$ cat src/rtl/sort_pkg.sv
// Shared definitions for the bubble-sort datapath and its input loader.
package sort_pkg;

   typedef enum logic [1:0] {
      FILL,
      WRITE,
      START,
      WAIT
   } sort_state_t;

   localparam int unsigned SORT_DATA_W    = 4;
   localparam int unsigned SORT_NUM_ELEMS = 4;

endpackage

$ cat src/rtl/sort_input_loader_up_counter.sv
// Free-running up counter with synchronous clear (clear beats enable).
module up_counter #(
   parameter int unsigned WIDTH = 8
) (
   input  logic             clk,
   input  logic             rst_n,
   input  logic             clr,
   input  logic             en,
   output logic [WIDTH-1:0] count
);

   always_ff @(posedge clk) begin
      if (!rst_n || clr) begin
         count <= '0;
      end else if (en) begin
         count <= count + 1'b1;
      end
   end

endmodule

$ cat src/rtl/sort_input_loader.sv
// Buffers one batch of elements from a valid/ready stream, replays it to the
// sorter as back-to-back writes, pulses sort_start and waits for sort_done.
module sort_input_loader
   import sort_pkg::*;
#(
   parameter int unsigned DATA_W    = SORT_DATA_W,
   parameter int unsigned NUM_ELEMS = SORT_NUM_ELEMS
) (
   input  logic              clk,
   input  logic              rst_n,
   input  logic [DATA_W-1:0] in_data,
   input  logic              in_valid,
   output logic              in_ready,
   input  logic              flush,
   output logic [DATA_W-1:0] writedata,
   output logic              write,
   output logic              sort_start,
   input  logic              sort_done,
   output logic              busy,
   output logic [7:0]        batch_count
);

   localparam int unsigned      CNT_W     = $clog2(NUM_ELEMS + 1);
   localparam int unsigned      IDX_W     = $clog2(NUM_ELEMS);
   localparam logic [CNT_W-1:0] FULL      = CNT_W'(NUM_ELEMS);
   localparam logic [CNT_W-1:0] LAST_FILL = CNT_W'(NUM_ELEMS - 1);
   localparam logic [IDX_W-1:0] LAST_IDX  = IDX_W'(NUM_ELEMS - 1);

   sort_state_t       state;
   logic [DATA_W-1:0] buffer [NUM_ELEMS];
   logic [CNT_W-1:0]  fill_cnt;
   logic [IDX_W-1:0]  idx;
   logic [IDX_W-1:0]  idx_nxt;
   logic [IDX_W-1:0]  fill_idx;
   logic              accept;
   logic              fill_clr;
   logic              in_fill;
   logic              in_write;
   logic              in_start;

   assign in_fill  = (state == FILL);
   assign in_write = (state == WRITE);
   assign in_start = (state == START);
   assign in_ready = in_fill && (fill_cnt < FULL);
   // flush wins over a simultaneous transfer, so the element is dropped
   assign accept   = in_valid && in_ready && !flush;
   assign fill_clr = (in_fill && flush) || ((state == WAIT) && sort_done);
   assign fill_idx = fill_cnt[IDX_W-1:0];
   assign idx_nxt  = idx + 1'b1;

   up_counter #(.WIDTH(CNT_W)) u_fill_cnt (
      .clk   (clk),
      .rst_n (rst_n),
      .clr   (fill_clr),
      .en    (accept),
      .count (fill_cnt)
   );

   up_counter #(.WIDTH(IDX_W)) u_replay_idx (
      .clk   (clk),
      .rst_n (rst_n),
      .clr   (!in_write),
      .en    (in_write),
      .count (idx)
   );

   up_counter #(.WIDTH(8)) u_batch_cnt (
      .clk   (clk),
      .rst_n (rst_n),
      .clr   (1'b0),
      .en    (in_start),
      .count (batch_count)
   );

   // writedata is prefetched one element ahead so writes run back-to-back
   always_ff @(posedge clk) begin
      if (!rst_n) begin
         state      <= FILL;
         write      <= 1'b0;
         sort_start <= 1'b0;
         writedata  <= '0;
         busy       <= 1'b0;
         for (int unsigned i = 0; i < NUM_ELEMS; i++) begin
            buffer[i] <= '0;
         end
      end else begin
         if (accept) begin
            buffer[fill_idx] <= in_data;
         end
         unique case (state)
            FILL: begin
               if (accept && (fill_cnt == LAST_FILL)) begin
                  state     <= WRITE;
                  write     <= 1'b1;
                  busy      <= 1'b1;
                  writedata <= buffer[0];
               end
            end
            WRITE: begin
               if (idx == LAST_IDX) begin
                  state      <= START;
                  write      <= 1'b0;
                  sort_start <= 1'b1;
               end else begin
                  writedata <= buffer[idx_nxt];
               end
            end
            START: begin
               state      <= WAIT;
               sort_start <= 1'b0;
            end
            WAIT: begin
               if (sort_done) begin
                  state <= FILL;
                  busy  <= 1'b0;
               end
            end
         endcase
      end
   end

endmodule

$ cat config.mk
export PLATFORM = sky130hd
export DESIGN_NAME = sort_input_loader
export DESIGN_NICKNAME = d
export VERILOG_FILES = /design/src/rtl/sort_pkg.sv /design/src/rtl/sort_input_loader_up_counter.sv /design/src/rtl/sort_input_loader.sv
export SDC_FILE = /design/constraint.sdc
export NUM_CORES = 1
export LEC_CHECK = 0
export CAP_MARGIN = 30
export CORE_MARGIN = 10
export CORE_UTILIZATION = 30
export DETAILED_ROUTE_END_ITERATION = 16
export SLEW_MARGIN = 20
export SYNTH_ARGS = -nofsm -noshare
export SYNTH_HDL_FRONTEND = slang
export SYNTH_SLANG_ARGS = --single-unit
export TNS_END_PERCENT = 30
$ cat constraint.sdc
create_clock -name clk -period 2.6 [get_ports clk]
set_input_delay 0.52 -clock clk [delete_from_list [all_inputs] [get_ports clk]]
set_output_delay 0.52 -clock clk [all_outputs]
set_load 0.005 [all_outputs]
=== After elaboration in Yosys (flattened, before gate mapping) ===
Memories as Yosys holds them, arrays and structs flattened.
Index checks and enable logic that the tools add are counted.

* Register bits: 22
* Output and inout bits: 16
* Bits in writable memories: 16
* Input port bits: 9
* Memories kept: 1

{| class="wikitable"
|+ Memory list
! memory !! depth !! bits a word !! rd ports !! clocked after Yosys merged registers in !! write ports !! line !! RTL
|-
| buffer || 4 || 4 || 2 || 0 || 4 || sort_input_loader.sv:30 || <nowiki>logic [DATA_W-1:0] buffer [NUM_ELEMS];</nowiki>
|}

* Reductions and logical operators: 22
* Mux-type cells: 21
* Add/sub/neg operators: 3
* Magnitude comparators: 1
* Equal/unequal tests: 9

{| class="wikitable"
|+ Operators by type and width
! kind !! count
|-
| 4-bit 2-to-1 mux || 3
|-
| 3-bit AND reduction || 4
|-
| 1-bit 2-to-1 mux || 9
|-
| 8-bit by 1-bit adder with 8-bit output, second input constant || 1
|-
| 2-bit 2-to-1 mux || 4
|-
| 2-bit one-hot mux with 4 select lines || 1
|-
| 4-bit one-hot mux with 2 select lines || 1
|-
| 2-bit equality test, second input constant || 3
|-
| 1-bit logical AND || 6
|-
| 1-bit one-hot mux with 2 select lines || 3
|-
| 2-bit nonzero test || 3
|-
| 2-bit by 1-bit inequality test with 1-bit output, second input constant || 2
|-
| 2-bit inequality test, second input constant || 2
|-
| 4-bit OR reduction || 1
|-
| 3-bit by 1-bit adder with 3-bit output, second input constant || 1
|-
| 3-bit by 2-bit equality test with 1-bit output, second input constant || 1
|-
| 1-bit zero test || 3
|-
| 1-bit logical OR || 3
|-
| 3-bit < comparator, second input constant || 1
|-
| 2-bit by 1-bit adder with 2-bit output, second input constant || 1
|-
| 2-bit by 1-bit equality test with 1-bit output, second input constant || 1
|-
| 2-bit zero test || 1
|-
| 2-bit AND reduction || 1
|}

=== Longest topological paths before layout ===
* Depth after elaboration: 9
* Mapped depth: 8
* Mapped depth without buffers: 6

=== By module ===
A second synthesis with hierarchy kept.

* Cell total of the unflattened synthesis: 185
* Area, all modules: 1866.8 µm²

{| class="wikitable"
|+ By module, submodules not included
! module !! seq. area each (µm²) !! area an instance (µm²) !! instances !! cells an instance
|-
| sort_input_loader || 660.6 || 1308.8 || 1 || 127
|-
| up_counter at u_batch_cnt || 160.2 || 345.3 || 1 || 38
|-
| up_counter at u_fill_cnt || 60.1 || 127.6 || 1 || 12
|-
| up_counter at u_replay_idx || 40.0 || 85.1 || 1 || 8
|}

=== Worst setup path after synthesis ===
Ideal clock, no wire load.

* Path type: register to register
* Start point: register state[0]
* End point: memory buffer[0][0] (netlist bit), enable pin
* Arrival: 1559 ps
* Required time: 2290 ps
* Slack: 731 ps
* Stages on the path, launching flop included: 9
* Clock period less this slack: 1869 ps
* Cell sequence: dfxtp_1 > inv_1 > ha_1 > buf_4 > and4bb_2 > buf_4 > nand2_1 > nor3_1 > nand2b_1

{| class="wikitable"
|+ RTL lines
! item !! line !! RTL
|-
| start: declaration || sort_input_loader.sv:29 || <nowiki>sort_state_t state;</nowiki>
|-
| start signal: assignment || sort_input_loader.sv:78 || <nowiki>state <= FILL;</nowiki>
|-
| start signal: assignment || sort_input_loader.sv:93 || <nowiki>state <= WRITE;</nowiki>
|-
| start signal: assignment || sort_input_loader.sv:101 || <nowiki>state <= START;</nowiki>
|-
| end: declaration || sort_input_loader.sv:30 ||
|}

=== Worst setup path in the final report ===
* Start point: register state[0]
* End point: output in_ready

* Longest elaborated chain between the ends: 2

{| class="wikitable"
|+ RTL lines
! item !! line !! RTL
|-
| 2-bit zero test || sort_input_loader.sv:41 || <nowiki>assign in_fill = (state == FILL);</nowiki>
|-
| 1-bit logical AND || sort_input_loader.sv:44 || <nowiki>assign in_ready = in_fill && (fill_cnt < FULL);</nowiki>
|-
| end: declaration || sort_input_loader.sv:13 || <nowiki>output logic in_ready,</nowiki>
|}

No other way between the ends.

==> impl_metrics.env <==
export IMPL_status="completed"
export IMPL_cts_tree="yes"
export IMPL_leakage_nw=0.872
export IMPL_yosys_area_top_type="edfxtp_1"
export IMPL_tns_ns=0
export IMPL_crit_required_ns=2.08
export IMPL_area_growth_pct=22.6
export IMPL_p_int_mw=1.05
export IMPL_worstPathArrival_ns=1.80
export IMPL_cts_max_level=2
export IMPL_die_area_um2=9670
export IMPL_p_switching_mw=0.439
export IMPL_max_slew_margin_pct=63.2
export IMPL_synth_top_area_share_pct=26.1
export IMPL_crit_path_end_kind="primary output"
export IMPL_fp_dieW_um=98.4
export IMPL_yosys_top_cells_count="dfxtp_1 (22), edfxtp_1 (16), nor2_1 (16)"
export IMPL_cts_hold_buf=0
export IMPL_peakVddDrop_mv=0.241
export IMPL_num_vias=1305
export IMPL_regArea_um2=921
export IMPL_drive_above_1_share_pct=8.33
export IMPL_overflow=0
export IMPL_synthesis_nets=194
export IMPL_grt_pass1_vias=1355
export IMPL_worstSetupStartpointType="register"
export IMPL_clock_fmax_ghz=0.431
export IMPL_rows=28
export IMPL_multi_input_area_um2=855
export IMPL_path_max_fanout=10
export IMPL_fin_total_pwr_mw=1.49
export IMPL_power_density_nw_per_um2=660
export IMPL_drt_iter0_markers=64
export IMPL_seqPwrFrac_pct=47.2
export IMPL_grt_max_degree=13
export IMPL_hold_class="register to register"
export IMPL_min_period_ns=2.32
export IMPL_dr_pass1_iters=4
export IMPL_hold_viol=0
export IMPL_synth_distinct_cells=37
export IMPL_cts_setup_buffers=0
export IMPL_ff2ff_path_depth=6
export IMPL_ys_seq_area_share_pct=50.0
export IMPL_combinationalPowerShare_pct=24.3
export IMPL_synth_area_per_cell_um2=10.5
export IMPL_cts_buffer_depth=2
export IMPL_p_clk_share_pct=28.5
export IMPL_p_sw_share_pct=29.5
export IMPL_setup_viol=0
export IMPL_drc_errors=0
export IMPL_viasPerCell=4.68
export IMPL_fillers=619
export IMPL_synthCells=176
export IMPL_slew_viol_final=0
export IMPL_io_buffers=24
export IMPL_cts_sinks=38
export IMPL_final_setup_skew_ns=0.0116
export IMPL_synth_area_top_cells="edfxtp_1 (26%), dfxtp_1 (24%), ha_1 (6.1%)"
export IMPL_dp_hpwl_um=2840
export IMPL_grt_pass1_wl_um=6470
export IMPL_final_antenna_net_count=0
export IMPL_die_h_um=98.4
export IMPL_clk_latency_ns=0.29
export IMPL_antenna_found_initial=0
export IMPL_crit_type="register to primary output"
export IMPL_yosysMostFrequentCell="dfxtp_1"
export IMPL_antenna_cells=0
export IMPL_maxCapViolations=0
export IMPL_num_io_pins=25
export IMPL_synth_ff_type="dfxtp_1"
export IMPL_grt_usage_pct=8.03
export IMPL_finalWirelength_um=3700
export IMPL_synth_seq_cells=38
export IMPL_gp_congestion=0.734
export IMPL_coreArea_um2=5960
export IMPL_rsz0062_at_grt="no"
export IMPL_synth_edf_count=16
export IMPL_detail_route_wl_per_cell_um=13.3
export IMPL_worstMarginPinSlew_ns=0.547
export IMPL_cts_resized=0
export IMPL_async_flop_share_pct=0
export IMPL_start_util_pct=30.9
export IMPL_ys_warn_count=0
export IMPL_holdPathStages=2
export IMPL_cts_root_buf="clkbuf_8"
export IMPL_cts_buffers=5
export IMPL_clkSlewWorstSetupHoldPaths_ns=0.08
export IMPL_netlist_area_um2=1840
export IMPL_finalCritPeriodShare_pct=89.2
export IMPL_final_nets=221
==> worst max-delay path, stage by stage (launching register included) <==
cell and delay [ns]:
dfxtp_1 0.35, inv_1 0.11, ha_1 0.35, nor2b_1 0.18, clkdlybuf4s50_1 0.51
==> cells by family after synthesis <==
logic type / count (synthesis) / synth area share (%)
AOI/OAI and AO/OA: 30 / 11.2
xor gates and xnor gates: 6 / 2.85
adders and majority gates: 9 / 6.11
buffers and inverters: 15 / 3.60
DFF: 38 / 50.0
muxes: 8 / 4.35
and+or+nand+nor: 70 / 21.9
==> cell type report <==
| class | instances | area share (%) |
|---|---|---|
| Sequential cell | 38 | 40.8 |
| Multi-Input combinational cell | 123 | 37.9 |
| Timing Repair Buffer | 27 | 11.6 |
| Tap cell | 75 | 4.16 |
| Clock buffer | 6 | 3.66 |
| Inverter | 8 | 1.33 |
| Clock inverter | 2 | 0.554 |
==> cells in the final DEF (no fill, tap or decap), types with 2 or more instances in the layout <==
master	netlist	routed
xnor2_1	2	2
mux2i_1	8	8
clkdlybuf4s50_1	0	24
nor2_1	16	16
o21ai_0	7	7
nand2_1	11	11
nand3_1	4	4
a221o_1	2	2
buf_4	2	3
or3_1	2	2
nor2b_1	4	4
nand4_1	3	3
and2_1	12	12
ha_1	9	9
a21oi_1	6	6
and3_1	7	7
nor3_1	2	2
edfxtp_1	16	16
clkbuf_8	0	6
a2bb2oi_1	2	2
and4bb_2	2	2
o21a_1	2	2
a31oi_1	2	2
xor2_1	4	4
dfxtp_1	22	22
nand2b_1	5	5
a21boi_0	2	2
inv_1	8	8
==> state kept, by name (all words and copies together) (netlist names) <==
register            count
u_fill_cnt.count        3
state                   2
u_batch_cnt.count       8
writedata               4
write                   1
buffer                 16
sort_start              1
u_replay_idx.count      2
busy                    1
==> per-layer routing <==
metal | up-vias | GRT usage, % | wire [µm]
li1 | 675 | - | -
met1 | 599 | 9.00 | 1670
met2 | 26 | 13.2 | 1750
met3 | 5 | 3.10 | 215
met4 | 0 | 3.64 | 62
met5 | - | 0 | 0
==> path summary, 6_finish.rpt <==
check	startpoint	end	slack (ns)
setup / recovery	state[0]	in_ready	0.28
hold / removal	writedata[0]	writedata[0]	0.46
setup reg to reg	state[0]	buffer[2][0]	0.42
hold reg to reg	writedata[0]	writedata[0]	0.46
==> power by group through the flow <==
stage                     combinational (mW)  clock (mW)  sequential [mW]
after floorplan                        0.256           0            0.704
after global placement                 0.362           0            0.716
after detailed placement               0.366           0            0.716
after CTS                              0.366       0.438            0.703
after global routing                   0.415       0.469            0.709
final                                  0.361       0.425            0.703
==> metrics by stage <==
stage	setup WS, ns	hold WS, ns	area, µm²	cells	utilization (%)
2_1_floorplan	0.731	0.453	1840	176	-
3_3_place_gp	0.239	0.445	2160	271	36.3
3_5_place_dp	0.212	0.452	2160	271	36.3
4_1_cts	0.246	0.462	2260	279	37.9
5_1_grt	0.134	0.522	2260	279	37.9
6_report	0.282	0.459	2260	279	37.9
No activity file was read; power rests on OpenSTA's default activity.
